===== config.mk =====
export PLATFORM = sky130hd
export DESIGN_NAME = labkit_ctl
export DESIGN_NICKNAME = d
export VERILOG_FILES = /design/src/rtl/labkit_ctl.sv
export SDC_FILE = /design/constraint.sdc
export NUM_CORES = 1
export LEC_CHECK = 0
export ABC_AREA = 1
export CAP_MARGIN = 0
export CORE_MARGIN = 2
export CORE_UTILIZATION = 34
export CTS_CLUSTER_SIZE = 16
export DETAILED_ROUTE_END_ITERATION = 12
export PLACE_DENSITY = 0.62
export SKIP_LAST_GASP = 1
export SLEW_MARGIN = 20
export SYNTH_ARGS = -nofsm -noshare
export SYNTH_HDL_FRONTEND = slang
export SYNTH_SLANG_ARGS = --single-unit
export TNS_END_PERCENT = 30

===== constraint.sdc =====
create_clock -name clock -period 3.3 [get_ports clock]
set_input_delay 0.99 -clock clock [delete_from_list [all_inputs] [get_ports clock]]
set_output_delay 0.99 -clock clock [all_outputs]
set_load 0.05 [all_outputs]

===== src/rtl/labkit_ctl.sv =====
`default_nettype none
// ============================================================================
// Module   : labkit_ctl
// Brief    : Front-panel controller that debounces the program buttons, drives
//            a held program-selector code and registers the display word.
// Revision : 1.0 - initial release
// ============================================================================
module labkit_ctl #(
    parameter int N_BTN       = 4,
    parameter int DB_CYCLES   = 16,
    parameter int HOLD_CYCLES = 4,
    parameter int DATA_W      = 32,
    parameter int SW_W        = 16
) (
    input  logic              clock,
    input  logic              reset,
    input  logic [N_BTN-1:0]  btn,
    input  logic [SW_W-1:0]   sw,
    input  logic [DATA_W-1:0] reg_data,
    output logic [N_BTN-1:0]  btn_db,
    output logic [31:0]       program_selector,
    output logic              load_pulse,
    output logic              busy,
    output logic [DATA_W-1:0] disp_data
);

    localparam int DB_W   = $clog2(DB_CYCLES + 1);
    localparam int HOLD_W = (HOLD_CYCLES > 1) ? $clog2(HOLD_CYCLES) : 1;
    localparam int H      = SW_W / 2;
    localparam int M      = DATA_W / 2;

    localparam logic [DB_W-1:0]   DB_LAST   = DB_W'(DB_CYCLES - 1);
    localparam logic [HOLD_W-1:0] HOLD_INIT = HOLD_W'(HOLD_CYCLES - 1);

    localparam logic [1:0] ST_IDLE         = 2'd0;
    localparam logic [1:0] ST_LOAD         = 2'd1;
    localparam logic [1:0] ST_WAIT_RELEASE = 2'd2;

    // ------------------------------------------------------------------------
    // Two-flop synchroniser for the raw button levels
    // ------------------------------------------------------------------------
    logic [N_BTN-1:0] sync1_q;
    logic [N_BTN-1:0] sync2_q;

    always_ff @(posedge clock or posedge reset) begin
        if (reset) begin
            sync1_q <= '0;
            sync2_q <= '0;
        end else begin
            sync1_q <= btn;
            sync2_q <= sync1_q;
        end
    end

    // ------------------------------------------------------------------------
    // Per-button debouncer: level must differ for DB_CYCLES edges to toggle
    // ------------------------------------------------------------------------
    for (genvar gi = 0; gi < N_BTN; gi++) begin : g_db
        logic [DB_W-1:0] cnt_q;
        logic [DB_W-1:0] cnt_d;
        logic            db_q;
        logic            db_d;

        always_comb begin
            cnt_d = '0;
            db_d  = db_q;
            if (sync2_q[gi] != db_q) begin
                if (cnt_q == DB_LAST) begin
                    db_d  = ~db_q;
                    cnt_d = '0;
                end else begin
                    cnt_d = cnt_q + 1'b1;
                end
            end
        end

        always_ff @(posedge clock or posedge reset) begin
            if (reset) begin
                cnt_q <= '0;
                db_q  <= 1'b0;
            end else begin
                cnt_q <= cnt_d;
                db_q  <= db_d;
            end
        end

        assign btn_db[gi] = db_q;
    end

    // ------------------------------------------------------------------------
    // Rising-edge detect on the debounced levels
    // ------------------------------------------------------------------------
    logic [N_BTN-1:0] db_prev_q;
    logic [N_BTN-1:0] press;

    always_ff @(posedge clock or posedge reset) begin
        if (reset) begin
            db_prev_q <= '0;
        end else begin
            db_prev_q <= btn_db;
        end
    end

    assign press = btn_db & ~db_prev_q;

    // ------------------------------------------------------------------------
    // Selector FSM
    // ------------------------------------------------------------------------
    logic [1:0]        state_q;
    logic [1:0]        state_d;
    logic [31:0]       sel_q;
    logic [31:0]       sel_d;
    logic              load_q;
    logic              load_d;
    logic              busy_q;
    logic              busy_d;
    logic [HOLD_W-1:0] hold_q;
    logic [HOLD_W-1:0] hold_d;
    logic              press_hit;
    logic [31:0]       press_code;

    // Descending scan so the lowest pressed index is the one that sticks.
    always_comb begin
        press_hit  = 1'b0;
        press_code = '0;
        for (int i = N_BTN - 1; i >= 0; i--) begin
            if (press[i]) begin
                press_hit  = 1'b1;
                press_code = 32'(i) + 32'd1;
            end
        end
    end

    always_comb begin
        state_d = state_q;
        sel_d   = sel_q;
        load_d  = 1'b0;
        hold_d  = hold_q;
        case (state_q)
            ST_IDLE: begin
                if (press_hit) begin
                    sel_d   = press_code;
                    load_d  = 1'b1;
                    hold_d  = HOLD_INIT;
                    state_d = ST_LOAD;
                end
            end
            ST_LOAD: begin
                if (hold_q == '0) begin
                    sel_d   = '0;
                    state_d = ST_WAIT_RELEASE;
                end else begin
                    hold_d = hold_q - 1'b1;
                end
            end
            ST_WAIT_RELEASE: begin
                if (btn_db == '0) begin
                    state_d = ST_IDLE;
                end
            end
            default: begin
                state_d = ST_IDLE;
                sel_d   = '0;
                hold_d  = '0;
            end
        endcase
        busy_d = (state_d != ST_IDLE);
    end

    always_ff @(posedge clock or posedge reset) begin
        if (reset) begin
            state_q <= ST_IDLE;
            sel_q   <= '0;
            load_q  <= 1'b0;
            busy_q  <= 1'b0;
            hold_q  <= '0;
        end else begin
            state_q <= state_d;
            sel_q   <= sel_d;
            load_q  <= load_d;
            busy_q  <= busy_d;
            hold_q  <= hold_d;
        end
    end

    assign program_selector = sel_q;
    assign load_pulse       = load_q;
    assign busy             = busy_q;

    // ------------------------------------------------------------------------
    // Display word: raw register value or the two switch halves packed apart
    // ------------------------------------------------------------------------
    logic [DATA_W-1:0] disp_d;
    logic [DATA_W-1:0] disp_q;

    always_comb begin
        disp_d = '0;
        if (sw[SW_W-1]) begin
            disp_d = reg_data;
        end else begin
            disp_d[H-1:0]     = sw[H-1:0];
            disp_d[M+H-2:M]   = sw[SW_W-2:H];
        end
    end

    always_ff @(posedge clock or posedge reset) begin
        if (reset) begin
            disp_q <= '0;
        end else begin
            disp_q <= disp_d;
        end
    end

    assign disp_data = disp_q;

endmodule
`default_nettype wire


==> flow_summary.ini, run 1 <==
[grt]
grt_util_all_layers_pct = 12.11
grt_antenna_before_repair = 0
first_pass_grt_wire_length_mm = 9.535
grt.overflow.total = 0
vias_in_the_first_global_route = 2105
grt_max_degree = 46

[yosys]
synthesis.area_mm2 = 0.003204
yosysWarningCount = 0
netlist_instances = 301
ys_seq_area_share_pct = 60.13
synthTopCellsByArea = dfrtp_1 60%, buf_4 8.4%, nand2_1 6.6%, mux2_1 5.3%, nor2_1 2.8%
yosysMostFrequentCell = dfrtp_1
synth-edff-count = 0
synth.ff_latch_count = 77
post-synth-top-area-fraction_pct = 60.13
top_post_synthesis_cells_by_count = 77 x dfrtp_1, 56 x nand2_1, 36 x buf_4
ys_async_sr_fraction_pct = 100.0
synth_flop_cell = dfrtp_1
syn_area_per_cell_um2 = 10.65
synth_cell_type_count = 23
synth_top_cell_by_area = dfrtp_1

[place]
port_buffers = 94
dp_hpwl_mm = 4.183
dpl-instance-area_mm2 = 0.004136
routabilityCongestion = 0.7708

[drt]
remaining_drc_errors = 0
dr_total_vias = 2147
initialDrtViolationCount = 69
wirelength_mm = 5.583
residual_antenna_violating_net_count_after_detailed_routing = 0
drt-pass1-iter-count = 4
post_drt_wl_per_cell_um = 10.84
vias_per_cell = 4.169

[clock_tree]
cts.sinks = 77
ctsHoldBuffers = 0
cts.reportedPaths.clkPinSlew_ps = 80
clock_tree.root_cell = clkbuf_8
htree_levels = 3
ctsResizeCount = 0
tritoncts = done
cts-root-to-sink-buffers = 2
postCtsSetupRepairBufs = 0
cts_inserted_buffers = 9
worst_skew_pair_later_pin_latency_ps = 340

[setup_path]
worstPathBufferInverterCount = 1
worst_stage_delay_on_the_critical_path_ps = 860
cpMaxStageDelayCell = clkdlybuf4s50_1
cp_top_family = buffers and inverters
crit_chain = clkdlybuf4s50_1
timing.critical_path.to_type = output port
cp_data_required_time_ps = 2310
worst_ep_arrival_time_ps = 1700
cp_startpoint_kind = flip-flop
crit_path_max_fanout = 7
cp_class = flip-flop to output port

[finish]
drive_above_1_share_pct = 9.653
final_design_area_no_fill_mm2 = 0.004320
final_nets = 458
antenna_cells_inserted = 0
flow.area_growth_from_synthesis_pct = 34.83

[min_path]
hold_path.class = flip-flop to flip-flop

[floorplan]
start_util_pct = 34.84
floorplan.io_pins = 124
floorplan.die.height_um = 101.1
die_area_mm2 = 0.01022
core.rowCount = 35
design.core.area_mm2 = 0.009196
die_width_um = 101.1

[sta]
maxSlewViolCount = 0
hold_viol = 0
max-slew-margin-rel_pct = 50.03
tightestPinTransition_ps = 747.2
post-route-min-period_ps = 2692
final.period_utilization_pct = 81.58
timing_limited_maximum_frequency_mhz = 371.5
timing.setup.tns_ps = 0
skew_ps = 7.877
report.final.setup_viol = 0
fin_worst_hold_slack_ps = 352.2
rsz0062_at_grt = no

[pwr]
p_leak_uw = 0.002087
power.ir.vdd_worst_uv = 221.4
power_density_mw_per_mm2 = 474.3

[outcome]
run_status = complete, no violations

[job]
max_cap_viol_count = 0
through the flow:
| step | power [uW] | std cells | util, % | worst slack, ps |
|---|---|---|---|---|
| floorplan | 1313 | 329 | - | 343.3 |
| finish | 2049 | 515 | 46.98 | 607.9 |
| global route | 2162 | 515 | 46.98 | 526.7 |
| detailed placement | 1429 | 499 | 44.98 | 791.7 |
| global placement | 1424 | 499 | 44.98 | 783.5 |
| CTS | 2097 | 515 | 46.98 | 579.6 |
worst paths after layout:
path / from / to / slack [ps] / depth (start not counted)
min in group asynchronous: reset / disp_data[15] / 1010 / 2
max in group asynchronous: reset / g_db[0].cnt_q[4] / 1660 / 3
worst max register to register: g_db[2].db_q / busy / 2080 / 4
worst min-delay path: sync1_q[3] / sync2_q[3] / 350 / 0
worst max-delay path: g_db[2].db_q / btn_db[2] / 610 / 1
worst min register to register: sync1_q[3] / sync2_q[3] / 350 / 0
layout make-up:
class / instances / area (um^2)
well taps: 111 / 138.9
flip-flops and latches: 77 / 1927
inverters: 37 / 140.1
clock buffers: 10 / 137.6
fillers: 881 / 4876
multi-input cells: 178 / 962.2
clock inverters: 6 / 46.29
repair buffers: 96 / 968.4
report_power, final:
| part | total, uW | internal (uW) | switching, uW | leakage [uW] |
|---|---|---|---|---|
| clock | 645 | 297 | 348 | 0.0000889 |
| combinational | 390 | 138 | 252 | 0.00101 |
| sequential | 1010 | 993 | 21.7 | 0.000993 |
registers in the layout (all words and copies together) (netlist names):
register	count
sync2_q	4
program_selector	3
g_db.db_q	4
load_pulse	1
db_prev_q	4
state_q	2
sync1_q	4
disp_data	32
g_db.cnt_q	20
hold_q	2
busy	1
logic make-up after synthesis:
family          Yosys count  share of synthesized area, %
flops                    77                         60.13
xor+xnor                  8                         2.186
buf+inv                  74                         13.12
mux                      15                         5.271
simple gates            115                         15.85
compound gates            6                         1.367
other cells               1                        0.1170
fa+ha+maj                 5                         1.952
layout by cell type (no fill, tap or decap), types with 5 or more instances in the layout:
cell | synthesis | final
nand2_1 | 56 | 56
clkbuf_8 | 0 | 10
inv_1 | 23 | 22
inv_2 | 14 | 14
mux2_1 | 15 | 15
nand3_1 | 17 | 17
nor2_1 | 24 | 24
dfrtp_1 | 77 | 77
clkdlybuf4s50_1 | 0 | 94
ha_1 | 5 | 5
conb_1 | 1 | 29
metal layers:
layer	track usage, %	vias up	routed length [um]
met5	0	-	0
met4	4.678	0	102
met3	7.420	12	645
met2	19.10	80	2646
met1	13.24	995	2190
li1	-	1060	-
Note: power is estimated with default switching activity, not from simulation.
==> inputs of run 2 (changes only) <==
--- a/config.mk
+++ b/config.mk
@@ -11,7 +11,7 @@
 export CORE_UTILIZATION = 34
 export CTS_CLUSTER_SIZE = 16
 export DETAILED_ROUTE_END_ITERATION = 12
-export PLACE_DENSITY = 0.62
+export PLACE_DENSITY = 0.64
 export SKIP_LAST_GASP = 1
 export SLEW_MARGIN = 20
 export SYNTH_ARGS = -nofsm -noshare
==> constraint.sdc (replaced) <==
create_clock -name clock -period 2.3 [get_ports clock]
set_input_delay 0.69 -clock clock [delete_from_list [all_inputs] [get_ports clock]]
set_output_delay 0.69 -clock clock [all_outputs]
set_load 0.05 [all_outputs]
==> run 2 against run 1 <==
  * Worst hold slack better by 0.85 ps
  * Core utilization rose by 0.27 points
  * Count of clock-buffer cells in the layout increased by 1
  * Global-route usage shrank 0.53 points
  * Final cell count is 0.39% higher
  * Register-to-register slack lost 990 ps
  * Sequential cell count did not move
  * Critical path depth unchanged
  * First-iteration DRC count fell by 51%
  * Die area unchanged
  * Total power increased by 48%
  * Routed wire length is 0.73% higher
  * Largest power group unchanged
==> flow_summary.ini, run 2 (synthesis results as in run 1) <==
[outcome]
run_status = complete, no violations

[grt]
globalRoute.busiestLayer = met2
grt.overflow.total = 0
gr-usage-met1_pct = 13.99
first_pass_grt_wire_length_mm = 9.273
grt_antenna_before_repair = 0
grt.met3_usage_pct = 5.062
groute.layer.met2.usage_pct = 18.29
vias_in_the_first_global_route = 2120
grt_max_degree = 48
grt_util_all_layers_pct = 11.58

[finish]
final_nets = 460
fill_cells = 868
final_core_utilization_pct = 47.25
drive_above_1_share_pct = 10.59
antenna_cells_inserted = 0
largest_register_ff_count = 32
flow.area_growth_from_synthesis_pct = 35.61
layout_common_cells = 90 x clkdlybuf4s50_1, 77 x dfrtp_1, 56 x nand2_1, 29 x conb_1, 24 x nor2_1
layout.cells.most_common = clkdlybuf4s50_1

[pwr]
p_leak_uw = 0.002111
power_switching_share_pct = 28.87
share_clk_of_total_power_pct = 33.4
power.ir.vdd_worst_uv = 294.2
seq_power_share_pct = 48.0
share_comb_of_total_power_pct = 18.6
power.switching_uw = 876.0
p_int_uw = 2158
power_density_mw_per_mm2 = 698.3

[sta]
timing_limited_maximum_frequency_mhz = 461.1
hold_viol = 0
post-route-min-period_ps = 2169
maxSlewViolCount = 0
final.period_utilization_pct = 94.30
max-slew-margin-rel_pct = 64.65
rsz0062_at_grt = no
tightestPinTransition_ps = 528.6
report.final.setup_viol = 0
skew_ps = 10.11
timing.setup.tns_ps = 0

[setup_path]
timing.rr.start = hold_q[0]
cp_top_family = buffers and inverters
worst_stage_delay_on_the_critical_path_ps = 800
worstPathBufferInverterCount = 1
worst_setup_path_startpoint = disp_data[4]
cp_class = flip-flop to output port
crit_path_max_fanout = 1
timing.critical_path.to_type = output port
worst_ep_arrival_time_ps = 1480
crit_chain = clkdlybuf4s50_1
cpMaxStageDelayCell = clkdlybuf4s50_1
cp_data_required_time_ps = 1610
setup_slack_of_the_most_critical_reg_to_reg_path_ps = 1090
cp_startpoint_kind = flip-flop

[clock_tree]
htree_levels = 3
postCtsSetupRepairBufs = 0
clock_tree.root_cell = clkbuf_8
worst_skew_pair_later_pin_latency_ps = 330
ctsResizeCount = 1
cts.reportedPaths.clkPinSlew_ps = 80
ctsHoldBuffers = 0
cts-root-to-sink-buffers = 2
cts_inserted_buffers = 9
cts.sinks = 77
tritoncts = done

[drt]
wirelength_mm = 5.624
dr_total_vias = 2147
drt-pass1-iter-count = 4
post_drt_wl_per_cell_um = 10.88
vias_per_cell = 4.153
residual_antenna_violating_net_count_after_detailed_routing = 0
initialDrtViolationCount = 34
remaining_drc_errors = 0

[place]
dp_hpwl_mm = 4.246
routabilityCongestion = 0.7291
port_buffers = 94

[floorplan]
die_width_um = 101.1
floorplan.io_pins = 124
start_util_pct = 34.84
floorplan.die.height_um = 101.1
die_area_mm2 = 0.01022
design.core.area_mm2 = 0.009196
core.rowCount = 35

[min_path]
hold_path.class = flip-flop to flip-flop
holdCritStartpoint = sync1_q[2]

[job]
max_cap_viol_count = 0
-- run 2: per-stage QoR --
step	hold slack (ps)	worst slack [ps]	power [uW]	area, um^2	instances
final	353.0	131.2	3034	4345	517
after global placement	334.7	383.6	2044	4146	501
after global routing	354.9	67.49	3190	4345	517
after detailed placement	334.7	372.7	2054	4146	501
after floorplan	331.2	742.1	1884	3313	329
after CTS	353.6	103.3	3088	4345	517
-- run 2: per-layer routing --
metal | part of all wire [%] | wire length (um) | up-vias
met5 | 0 | 0 | -
met4 | 0.57 | 32 | 0
met3 | 8.6 | 482 | 2
met2 | 48 | 2717 | 69
met1 | 43 | 2391 | 1012
li1 | - | - | 1064
-- run 2: power groups by stage --
stage,combinational [uW],sequential (uW),clock [uW]
5_1_grt,606,1460,1120
3_3_place_gp,563,1480,0
4_1_cts,571,1460,1060
3_5_place_dp,570,1480,0
6_report,564,1460,1010
2_1_floorplan,268,1620,0
-- run 2: final timing paths --
| path | end | depth (start not counted) |
|---|---|---|
| max | disp_data[4] | 1 |
| min in group asynchronous | disp_data[19] | 2 |
| min reg2reg | sync2_q[2] | 0 |
| max reg2reg | program_selector[2] | 5 |
| max in group asynchronous | g_db[0].cnt_q[0] | 3 |
| min | sync2_q[2] | 0 |
-- run 2: area by class of cell --
class                      instances  area, um^2  share of cell area, %
clock buffer                      11       141.4                  3.254
timing repair buffer              98       974.7                  22.43
multi-input combinational        178       962.2                  22.14
inverter                          37       142.6                  3.282
clock inverter                     5       58.81                  1.353
sequential                        77        1927                  44.34
tap                              111       138.9                  3.196
==> inputs of run 3 (changes only) <==
--- a/config.mk
+++ b/config.mk
@@ -6,12 +6,12 @@
 export NUM_CORES = 1
 export LEC_CHECK = 0
 export ABC_AREA = 1
-export CAP_MARGIN = 0
+export CAP_MARGIN = 20
 export CORE_MARGIN = 2
-export CORE_UTILIZATION = 34
+export CORE_UTILIZATION = 44
 export CTS_CLUSTER_SIZE = 16
 export DETAILED_ROUTE_END_ITERATION = 12
-export PLACE_DENSITY = 0.64
+export PLACE_DENSITY = 0.77
 export SKIP_LAST_GASP = 1
 export SLEW_MARGIN = 20
 export SYNTH_ARGS = -nofsm -noshare
==> constraint.sdc (replaced) <==
create_clock -name clock -period 2.25 [get_ports clock]
set_input_delay 0.675 -clock clock [delete_from_list [all_inputs] [get_ports clock]]
set_output_delay 0.675 -clock clock [all_outputs]
set_load 0.05 [all_outputs]
==> run 3 against run 2 <==
  * Via count fell by 0.70%
  * Combinational power rose by 3%
  * Global-route usage is 3.7 points higher
  * Core utilization grew 13 points
  * First-iteration DRC count up 88%
  * Sequential power about the same
  * Critical path depth did not move
  * Count of clock-buffer cells in the layout is the same
  * Worst hold slack worse by 2.3 ps
==> flow_summary.ini, run 3 (synthesis results as in run 1) <==
[setup_path]
crit_path_max_fanout = 2
cpMaxStageDelayCell = clkdlybuf4s50_1
worstPathBufferInverterCount = 1
worst_ep_arrival_time_ps = 1480
cp_class = flip-flop to output port
cp_data_required_time_ps = 1570
worst_stage_delay_on_the_critical_path_ps = 800
cp_startpoint_kind = flip-flop
crit_chain = clkdlybuf4s50_1
cp_top_family = buffers and inverters
setup_slack_of_the_most_critical_reg_to_reg_path_ps = 1030
timing.critical_path.to_type = output port

[sta]
maxSlewViolCount = 0
rsz0062_at_grt = no
post-route-min-period_ps = 2159
timing.setup.tns_ps = 0
tightestPinTransition_ps = 528.2
hold_viol = 0
report.final.setup_viol = 0
timing_limited_maximum_frequency_mhz = 463.2
fin_worst_hold_slack_ps = 350.7
final.period_utilization_pct = 95.95
max-slew-margin-rel_pct = 64.67
setup_slack_ps = 91.05
skew_ps = 6.346

[place]
port_buffers = 94
routabilityCongestion = 0.7932
dp_cell_count = 489
detailedPlace.worstSlack_ps = 315.1
dp_hpwl_mm = 4.214

[grt]
grt_max_degree = 46
grt.met3_usage_pct = 7.756
first_pass_grt_wire_length_mm = 9.183
globalRoute.busiestLayer = met2
grt.overflow.total = 0
groute.layer.met2.usage_pct = 23.50
grt_antenna_before_repair = 0
gr-usage-met1_pct = 18.37
grt_util_all_layers_pct = 15.30
vias_in_the_first_global_route = 2081

[finish]
layout.cells.most_common = clkdlybuf4s50_1
drive_above_1_share_pct = 10.15
flow.area_growth_from_synthesis_pct = 33.42
largest_register_ff_count = 32
antenna_cells_inserted = 0
final_cells = 503
layout_common_cells = 90 x clkdlybuf4s50_1, 77 x dfrtp_1, 56 x nand2_1, 29 x conb_1, 24 x nor2_1
fill_cells = 608
final_nets = 460

[pwr]
seq_power_share_pct = 51.5
p_leak_uw = 0.002091
p_int_uw = 2046
power_switching_share_pct = 29.35
power.switching_uw = 850.1
power_density_mw_per_mm2 = 677.4
share_clk_of_total_power_pct = 28.5
power.ir.vdd_worst_uv = 327.0
share_comb_of_total_power_pct = 20.0

[drt]
dr_total_vias = 2132
remaining_drc_errors = 0
residual_antenna_violating_net_count_after_detailed_routing = 0
wirelength_mm = 5.402
drt-pass1-iter-count = 4
post_drt_wl_per_cell_um = 10.74
vias_per_cell = 4.239
initialDrtViolationCount = 64

[job]
max_cap_viol_count = 0

[floorplan]
floorplan.io_pins = 124
start_util_pct = 44.90
die_width_um = 89.34
core.rowCount = 31
floorplan.die.height_um = 89.34
design.core.area_mm2 = 0.007137
die_area_mm2 = 0.007981

[clock_tree]
ctsResizeCount = 0
clock_tree.root_cell = clkbuf_8
ctsHoldBuffers = 0
cts-root-to-sink-buffers = 2
htree_levels = 3
cts.reportedPaths.clkPinSlew_ps = 70
cts.sinks = 77
postCtsSetupRepairBufs = 0
cts_inserted_buffers = 9
tritoncts = done
worst_skew_pair_later_pin_latency_ps = 330

[outcome]
run_status = complete, no violations

[min_path]
hold_path.class = flip-flop to flip-flop
run 3: cell count changes in the layout (fill, tap and decap cells not counted):
cell / delta
clkbuf_8: -1
clkbuf_1: +1
clkinvlp_4: -2
dlygate4sd2_1: -1
clkinv_2: +2
buf_4: +1
inv_6: -1
bufinv_16: -1
run 3: area by class of cell:
class | instances | area, um^2 | share of cell area, %
inverter | 37 | 142.6 | 3.336
timing repair buffer | 98 | 973.4 | 22.77
multi-input combinational | 178 | 962.2 | 22.51
tap | 99 | 123.9 | 2.897
clock inverter | 3 | 15.01 | 0.3512
clock buffer | 11 | 131.4 | 3.073
sequential | 77 | 1927 | 45.07
run 3: final timing paths:
kind                                      from                   to  cells past startpoint
max in group asynchronous                reset         disp_data[6]                      3
min in group asynchronous                reset        disp_data[20]                      2
hold / removal                      sync1_q[2]           sync2_q[2]                      0
setup / recovery           program_selector[2]  program_selector[2]                      1
setup reg to reg                     hold_q[0]  program_selector[1]                      5
hold reg to reg                     sync1_q[2]           sync2_q[2]                      0
run 3: stage by stage:
| step | utilization (%) | area (um^2) | total power (uW) |
|---|---|---|---|
| after global placement | 57.85 | 4129 | 2089 |
| after global routing | 59.91 | 4275 | 3062 |
| after CTS | 59.91 | 4275 | 2940 |
| after detailed placement | 57.85 | 4129 | 2104 |
| final | 59.91 | 4275 | 2896 |
| after floorplan | - | 3313 | 1926 |
run 3: power by group through the flow:
stage          logic, uW  registers [uW]  clock network (uW)
2_1_floorplan        274            1650                   0
3_3_place_gp         575            1510                   0
3_5_place_dp         586            1520                   0
4_1_cts              588            1490                 861
5_1_grt              633            1500                 931
6_report             580            1490                 826
run 3: per-layer routing:
metal	up-vias	wire length (um)
met5	-	0
met4	0	73
met3	6	577
met2	74	2612
met1	992	2140
li1	1060	-
